**src/rtl/mips_pkg.sv**
```systemverilog
// ----------------------------------------------------------------------------
// mips_pkg : opcode constants, FSM state encoding and decode helper
// Rev 1.0
// ----------------------------------------------------------------------------
`default_nettype none

package mips_pkg;

  localparam logic [5:0] OP_LB  = 6'b100000;
  localparam logic [5:0] OP_LH  = 6'b100001;
  localparam logic [5:0] OP_LW  = 6'b100011;
  localparam logic [5:0] OP_LBU = 6'b100100;
  localparam logic [5:0] OP_LHU = 6'b100101;
  localparam logic [5:0] OP_LUI = 6'b001111;
  localparam logic [5:0] OP_JAL = 6'b000011;

  typedef enum logic [1:0] {
    ST_IDLE     = 2'd0,
    ST_MEM_WAIT = 2'd1,
    ST_WRITE    = 2'd2
  } wb_state_e;

  function automatic logic is_load(input logic [5:0] op);
    return (op == OP_LB) || (op == OP_LH) || (op == OP_LW) ||
           (op == OP_LBU) || (op == OP_LHU);
  endfunction

endpackage

`default_nettype wire

```
**src/rtl/load_align.sv**
```systemverilog
// ----------------------------------------------------------------------------
// load_align : big-endian byte/half select with sign or zero extension
// Rev 1.0
// ----------------------------------------------------------------------------
`default_nettype none

module load_align
  import mips_pkg::*;
(
  input  logic [5:0]  opcode,
  input  logic [1:0]  addr,
  input  logic [31:0] rdata,
  output logic [31:0] value
);

  logic [7:0]  w_byte;
  logic [15:0] w_half;

  always_comb begin
    w_byte = rdata[31:24];
    case (addr)
      2'b00:   w_byte = rdata[31:24];
      2'b01:   w_byte = rdata[23:16];
      2'b10:   w_byte = rdata[15:8];
      default: w_byte = rdata[7:0];
    endcase
    // Misaligned halfword accesses fall back to the half chosen by addr[1].
    w_half = addr[1] ? rdata[15:0] : rdata[31:16];

    value = rdata;
    case (opcode)
      OP_LB:   value = {{24{w_byte[7]}}, w_byte};
      OP_LBU:  value = {24'h0, w_byte};
      OP_LH:   value = {{16{w_half[15]}}, w_half};
      OP_LHU:  value = {16'h0, w_half};
      default: value = rdata;
    endcase
  end

endmodule

`default_nettype wire

```
**src/rtl/mem_writeback.sv**
```systemverilog
// ----------------------------------------------------------------------------
// mem_writeback : MEM/WB stage, load handshake and single registered RF write
// Rev 1.0
// ----------------------------------------------------------------------------
`default_nettype none

module mem_writeback
  import mips_pkg::*;
#(
  parameter int         TIMEOUT = 16,
  parameter logic [4:0] R31     = 5'd31
) (
  input  logic        clk,
  input  logic        rst_n,
  input  logic        in_valid,
  output logic        in_ready,
  input  logic [5:0]  opcode,
  input  logic [4:0]  rt,
  input  logic [4:0]  rd,
  input  logic        rt_rd,
  input  logic        reg_write,
  input  logic [31:0] alu_result,
  input  logic [15:0] immediate,
  input  logic [31:0] pc,
  output logic        mem_req,
  output logic [31:0] mem_addr,
  input  logic        mem_ack,
  input  logic [31:0] mem_rdata,
  output logic        wr_en,
  output logic [4:0]  wr_addr,
  output logic [31:0] wr_data,
  output logic        load_err
);

  localparam int CW = $clog2(TIMEOUT + 1);

  wb_state_e   state_q, state_d;
  logic        req_q, req_d;
  logic [31:0] addr_q, addr_d;
  logic [CW-1:0] cnt_q, cnt_d;
  logic [5:0]  op_q, op_d;
  logic [4:0]  dst_q, dst_d;
  logic [1:0]  lane_q, lane_d;
  logic        rw_q, rw_d;
  logic        wr_en_q, wr_en_d;
  logic [4:0]  wr_addr_q, wr_addr_d;
  logic [31:0] wr_data_q, wr_data_d;
  logic        err_q, err_d;
  logic [4:0]  dest;
  logic [31:0] load_val;

  load_align u_align (
    .opcode (op_q),
    .addr   (lane_q),
    .rdata  (mem_rdata),
    .value  (load_val)
  );

  assign dest = rt_rd ? rt : rd;

  always_ff @(posedge clk or negedge rst_n) begin
    if (!rst_n) begin
      state_q   <= ST_IDLE;
      req_q     <= 1'b0;
      addr_q    <= 32'h0;
      cnt_q     <= '0;
      op_q      <= 6'h0;
      dst_q     <= 5'h0;
      lane_q    <= 2'h0;
      rw_q      <= 1'b0;
      wr_en_q   <= 1'b0;
      wr_addr_q <= 5'h0;
      wr_data_q <= 32'h0;
      err_q     <= 1'b0;
    end else begin
      state_q   <= state_d;
      req_q     <= req_d;
      addr_q    <= addr_d;
      cnt_q     <= cnt_d;
      op_q      <= op_d;
      dst_q     <= dst_d;
      lane_q    <= lane_d;
      rw_q      <= rw_d;
      wr_en_q   <= wr_en_d;
      wr_addr_q <= wr_addr_d;
      wr_data_q <= wr_data_d;
      err_q     <= err_d;
    end
  end

  // The write registers are loaded on the edge entering WRITE, so wr_en is
  // high exactly while the FSM sits in WRITE.
  always_comb begin
    state_d   = state_q;
    req_d     = req_q;
    addr_d    = addr_q;
    cnt_d     = cnt_q;
    op_d      = op_q;
    dst_d     = dst_q;
    lane_d    = lane_q;
    rw_d      = rw_q;
    wr_en_d   = 1'b0;
    wr_addr_d = wr_addr_q;
    wr_data_d = wr_data_q;
    err_d     = err_q;
    case (state_q)
      ST_IDLE: begin
        if (in_valid) begin
          if (is_load(opcode)) begin
            op_d    = opcode;
            dst_d   = dest;
            lane_d  = alu_result[1:0];
            rw_d    = reg_write;
            req_d   = 1'b1;
            addr_d  = {alu_result[31:2], 2'b00};
            cnt_d   = '0;
            state_d = ST_MEM_WAIT;
          end else begin
            state_d = ST_WRITE;
            if (opcode == OP_JAL) begin
              wr_addr_d = R31;
              wr_data_d = pc + 32'd4;
              wr_en_d   = (R31 != 5'd0);
            end else if (opcode == OP_LUI) begin
              wr_addr_d = rt;
              wr_data_d = {immediate, 16'h0};
              wr_en_d   = reg_write && (rt != 5'd0);
            end else begin
              wr_addr_d = dest;
              wr_data_d = alu_result;
              wr_en_d   = reg_write && (dest != 5'd0);
            end
          end
        end
      end
      ST_MEM_WAIT: begin
        if (mem_ack) begin
          req_d     = 1'b0;
          wr_addr_d = dst_q;
          wr_data_d = load_val;
          wr_en_d   = rw_q && (dst_q != 5'd0);
          state_d   = ST_WRITE;
        end else if (cnt_q == CW'(TIMEOUT - 1)) begin
          req_d   = 1'b0;
          err_d   = 1'b1;
          state_d = ST_IDLE;
        end else begin
          cnt_d = cnt_q + 1'b1;
        end
      end
      ST_WRITE: state_d = ST_IDLE;
      default:  state_d = ST_IDLE;
    endcase
  end

  assign in_ready = (state_q == ST_IDLE);
  assign mem_req  = req_q;
  assign mem_addr = addr_q;
  assign wr_en    = wr_en_q;
  assign wr_addr  = wr_addr_q;
  assign wr_data  = wr_data_q;
  assign load_err = err_q;

endmodule

`default_nettype wire

```
**config.mk**
```make
export PLATFORM = sky130hd
export DESIGN_NAME = mem_writeback
export DESIGN_NICKNAME = d
export VERILOG_FILES = /design/src/rtl/mips_pkg.sv /design/src/rtl/load_align.sv /design/src/rtl/mem_writeback.sv
export SDC_FILE = /design/constraint.sdc
export NUM_CORES = 1
export LEC_CHECK = 0
export BUFFER_PORTS_ARGS = -buffer_cell sky130_fd_sc_hd__buf_2
export CAP_MARGIN = 30
export CELL_PAD_IN_SITES_DETAIL_PLACEMENT = 1
export CELL_PAD_IN_SITES_GLOBAL_PLACEMENT = 2
export CORE_UTILIZATION = 30
export DETAILED_ROUTE_END_ITERATION = 16
export GPL_TIMING_DRIVEN = 0
export PLACE_DENSITY = 0.94
export SYNTH_ARGS = -nofsm -noshare
export SYNTH_HDL_FRONTEND = slang
export SYNTH_SLANG_ARGS = --single-unit
```
**constraint.sdc**
```tcl
create_clock -name clk -period 4 [get_ports clk]
set_clock_uncertainty 0.1 [all_clocks]
set_input_delay 0.8 -clock clk [delete_from_list [all_inputs] [get_ports clk]]
set_output_delay 0.8 -clock clk [all_outputs]
set_load 0.05 [all_outputs]
```
==> metrics.yaml <==
drt_iter0_drc: 437
cts_setup_buffers: 0
cap_violations: 0
async_flop_share_pct: 100
p_leak_uw: 0.00340
grt_max_degree: 56
setup_viol: 0
cts_hold_repair.buffers: 0
status: "completed"
worstMarginPinSlew_ns: 0.857
ys.flop_type: "dfrtp_1"
worst_slew_margin_rel_pct: 42.6
path_clk_slew_ns: 0.07
max_stage_delay_ns: 0.60
end_kind: "register"
path_class: "in2reg"
io_pins: 207
netlist_instances: 670
cts_root_buffer: "clkbuf_16"
rsz0062_at_grt: "false"
cp_cell_sequence: "buf_2, or3b_2, a21oi_2, and3_1, clkbuf_1, clkbuf_1, nand2_1, nand2_1"
htree_levels: 3
clock_sinks: 91
p_per_area_nw_per_um2: 515
fin_util_pct: 40.1
peakVddDrop_mv: 0.202
antenna_found_initial: 4
cts_resized: 0
globalplace.congestion: 0.894
period_share_pct: 73.2
grt_pass1_vias: 6381
path_buf_inv: 3
rr_worst_depth: 6
io_buffer_count: 201
synth-edff-count: 0
r2r_start: "lane_q[1]"
fmax_mhz: 342
crit_arrival_ns: 3.12
yosysSeqAreaShare_pct: 40.1
crit_fanout: 10
overflow: 0
viasPerCell: 5.45
cts_buffers: 9
grt_first_pass_wirelength_um: 36400
slowest_stage: "clkbuf_1"
synth_cell_types: 72
r2r-end: "wr_data[14]"
synth_warnings: 0
first_pass_iters: 6
final_layout_size_suffix_gt1_share_pct: 29.2
finalSetupTns_ns: 0
syn_area_um2: 5680
worstSkewPairLatency_ns: 0.35
num_vias: 6129
die-area_um2: 19500
rows: 49
track_usage_pct: 24.7
hold_viol_final: 0
drt_wl_total_um: 23800
finalMaxSlewViolations: 0
synth_seq_cells: 91
ff2ff_setup_slack_ns: 1.22
hpwlAfterDp_um: 18800
nNetsFinal: 1023
wl_per_cell_um: 21.2
fillers: 2268
cts_tree: "built"
drtAntennaViolNets: 0
crit_family: "buffers and inverters"
fin_crit_ns: 2.93
coreArea_um2: 18300
cp-start-kind: "primary input"
syn_area_per_cell_um2: 8.47
areaGrowthSynthToFinish_pct: 29.1
start_util_pct: 31.1
critPathRequiredTime_ns: 4.19
fp.dieW_um: 140
hold_path.class: "in2async"
max-clock-path-buffers: 2
drc: 0
die_h_um: 140
==> logic make-up after synthesis <==
| family | Yosys count | share of synthesized area (%) |
|---|---|---|
| buf+inv | 52 | 4.16 |
| mux | 33 | 6.24 |
| simple gates | 304 | 25.0 |
| other cells | 1 | 0.0660 |
| compound gates | 161 | 19.9 |
| xor+xnor | 25 | 3.86 |
| flops | 91 | 40.1 |
| fa+ha+maj | 3 | 0.661 |
==> cells in the final DEF, fill, tap and decap left out, types with 15 or more instances in the layout <==
cell type | netlist | routed
a211oi_1 | 28 | 28
a21oi_1 | 16 | 16
buf_2 | 4 | 205
clkbuf_1 | 34 | 37
dfrtp_1 | 91 | 91
mux2_2 | 19 | 19
nand2_1 | 165 | 165
nand3_1 | 24 | 24
nor2_1 | 31 | 31
nor3_1 | 16 | 16
o21ai_0 | 34 | 34
o22ai_1 | 17 | 17
xnor2_1 | 15 | 15
==> power by group <==
part | leakage, µW | internal, µW | total, µW | switching, µW
Clock | 0.000144 | 505 | 885 | 379
Sequential | 0.00112 | 1130 | 1250 | 124
Combinational | 0.00214 | 433 | 1640 | 1210
==> worst register-to-register path: cells and delay by family (launching register included) <==
family | cells | cell delay [ns]
and+or+nand+nor | 1 | 0.14
buffers and inverters | 3 | 1.22
DFF | 1 | 0.46
AOI/OAI and AO/OA | 2 | 0.71
==> layout make-up <==
type                       count  area, µm²  share of cell area (%)
multi-input combinational    528       3170                    43.2
buffer                        45        210                    2.87
clock inverter                 3       47.5                   0.649
sequential                    91       2280                    31.1
antenna                        4       10.0                   0.137
tap                          229        287                    3.91
inverter                       7       26.3                   0.359
clock buffer                  13        250                    3.41
timing repair buffer         204       1050                    14.4
==> through the flow <==
step                      setup slack, ns  hold slack [ns]  power [µW]  cells  cell area [µm²]
after floorplan                      1.46            0.340        2380    671             5680
after global placement              0.518            0.341        2860   1101             6970
after detailed placement            0.496            0.343        2900   1103             7010
after CTS                           0.841            0.342        3790   1119             7310
after global routing                0.965            0.359        3960   1124             7330
final                                1.07            0.323        3780   1124             7330
==> state kept, by name (all words and copies together), names as in the netlist, 2 cells and up <==
name	flops
cnt_q	5
dst_q	5
lane_q	2
mem_addr	30
op_q	6
state_q	2
wr_addr	5
wr_data	32
==> per-layer routing <==
layer / vias to the layer above / wire length (µm) / global-route usage [%] / part of all wire, %
met5: - / 0 / 0 / 0
met4: 0 / 722 / 11.2 / 3.0
met3: 43 / 1550 / 5.09 / 6.5
met2: 209 / 11400 / 40.1 / 48
met1: 3006 / 10200 / 31.5 / 43
li1: 2871 / - / - / -
==> worst max path at each step <==
stage,startpoint,end,slack [ns],depth (start not counted)
finish,opcode[3],mem_addr[28],1.07,8
floorplan,opcode[4],wr_data[18],1.46,7
CTS,opcode[2],wr_data[17],0.84,7
detailed placement,opcode[2],wr_data[17],0.50,7
global placement,opcode[2],wr_data[17],0.52,7
global route,opcode[3],mem_addr[26],0.97,8
==> Yosys cell counts, types with 13 or more instances <==
cell      number  share of area (%)
a21oi_1       16                1.4
mux2_2        19                3.8
a221oi_1      13                2.0
mux2i_1       14                2.5
clkbuf_1      34                2.2
nand3_1       24                2.1
nor2_1        31                2.0
nand2_1      165                 11
dfrtp_1       91                 40
a211oi_1      28                3.7
xnor2_1       15                2.3
nor3_1        16                1.4
o21ai_0       34                3.0
o22ai_1       17                1.9
Power figures use the tool's default switching activity.
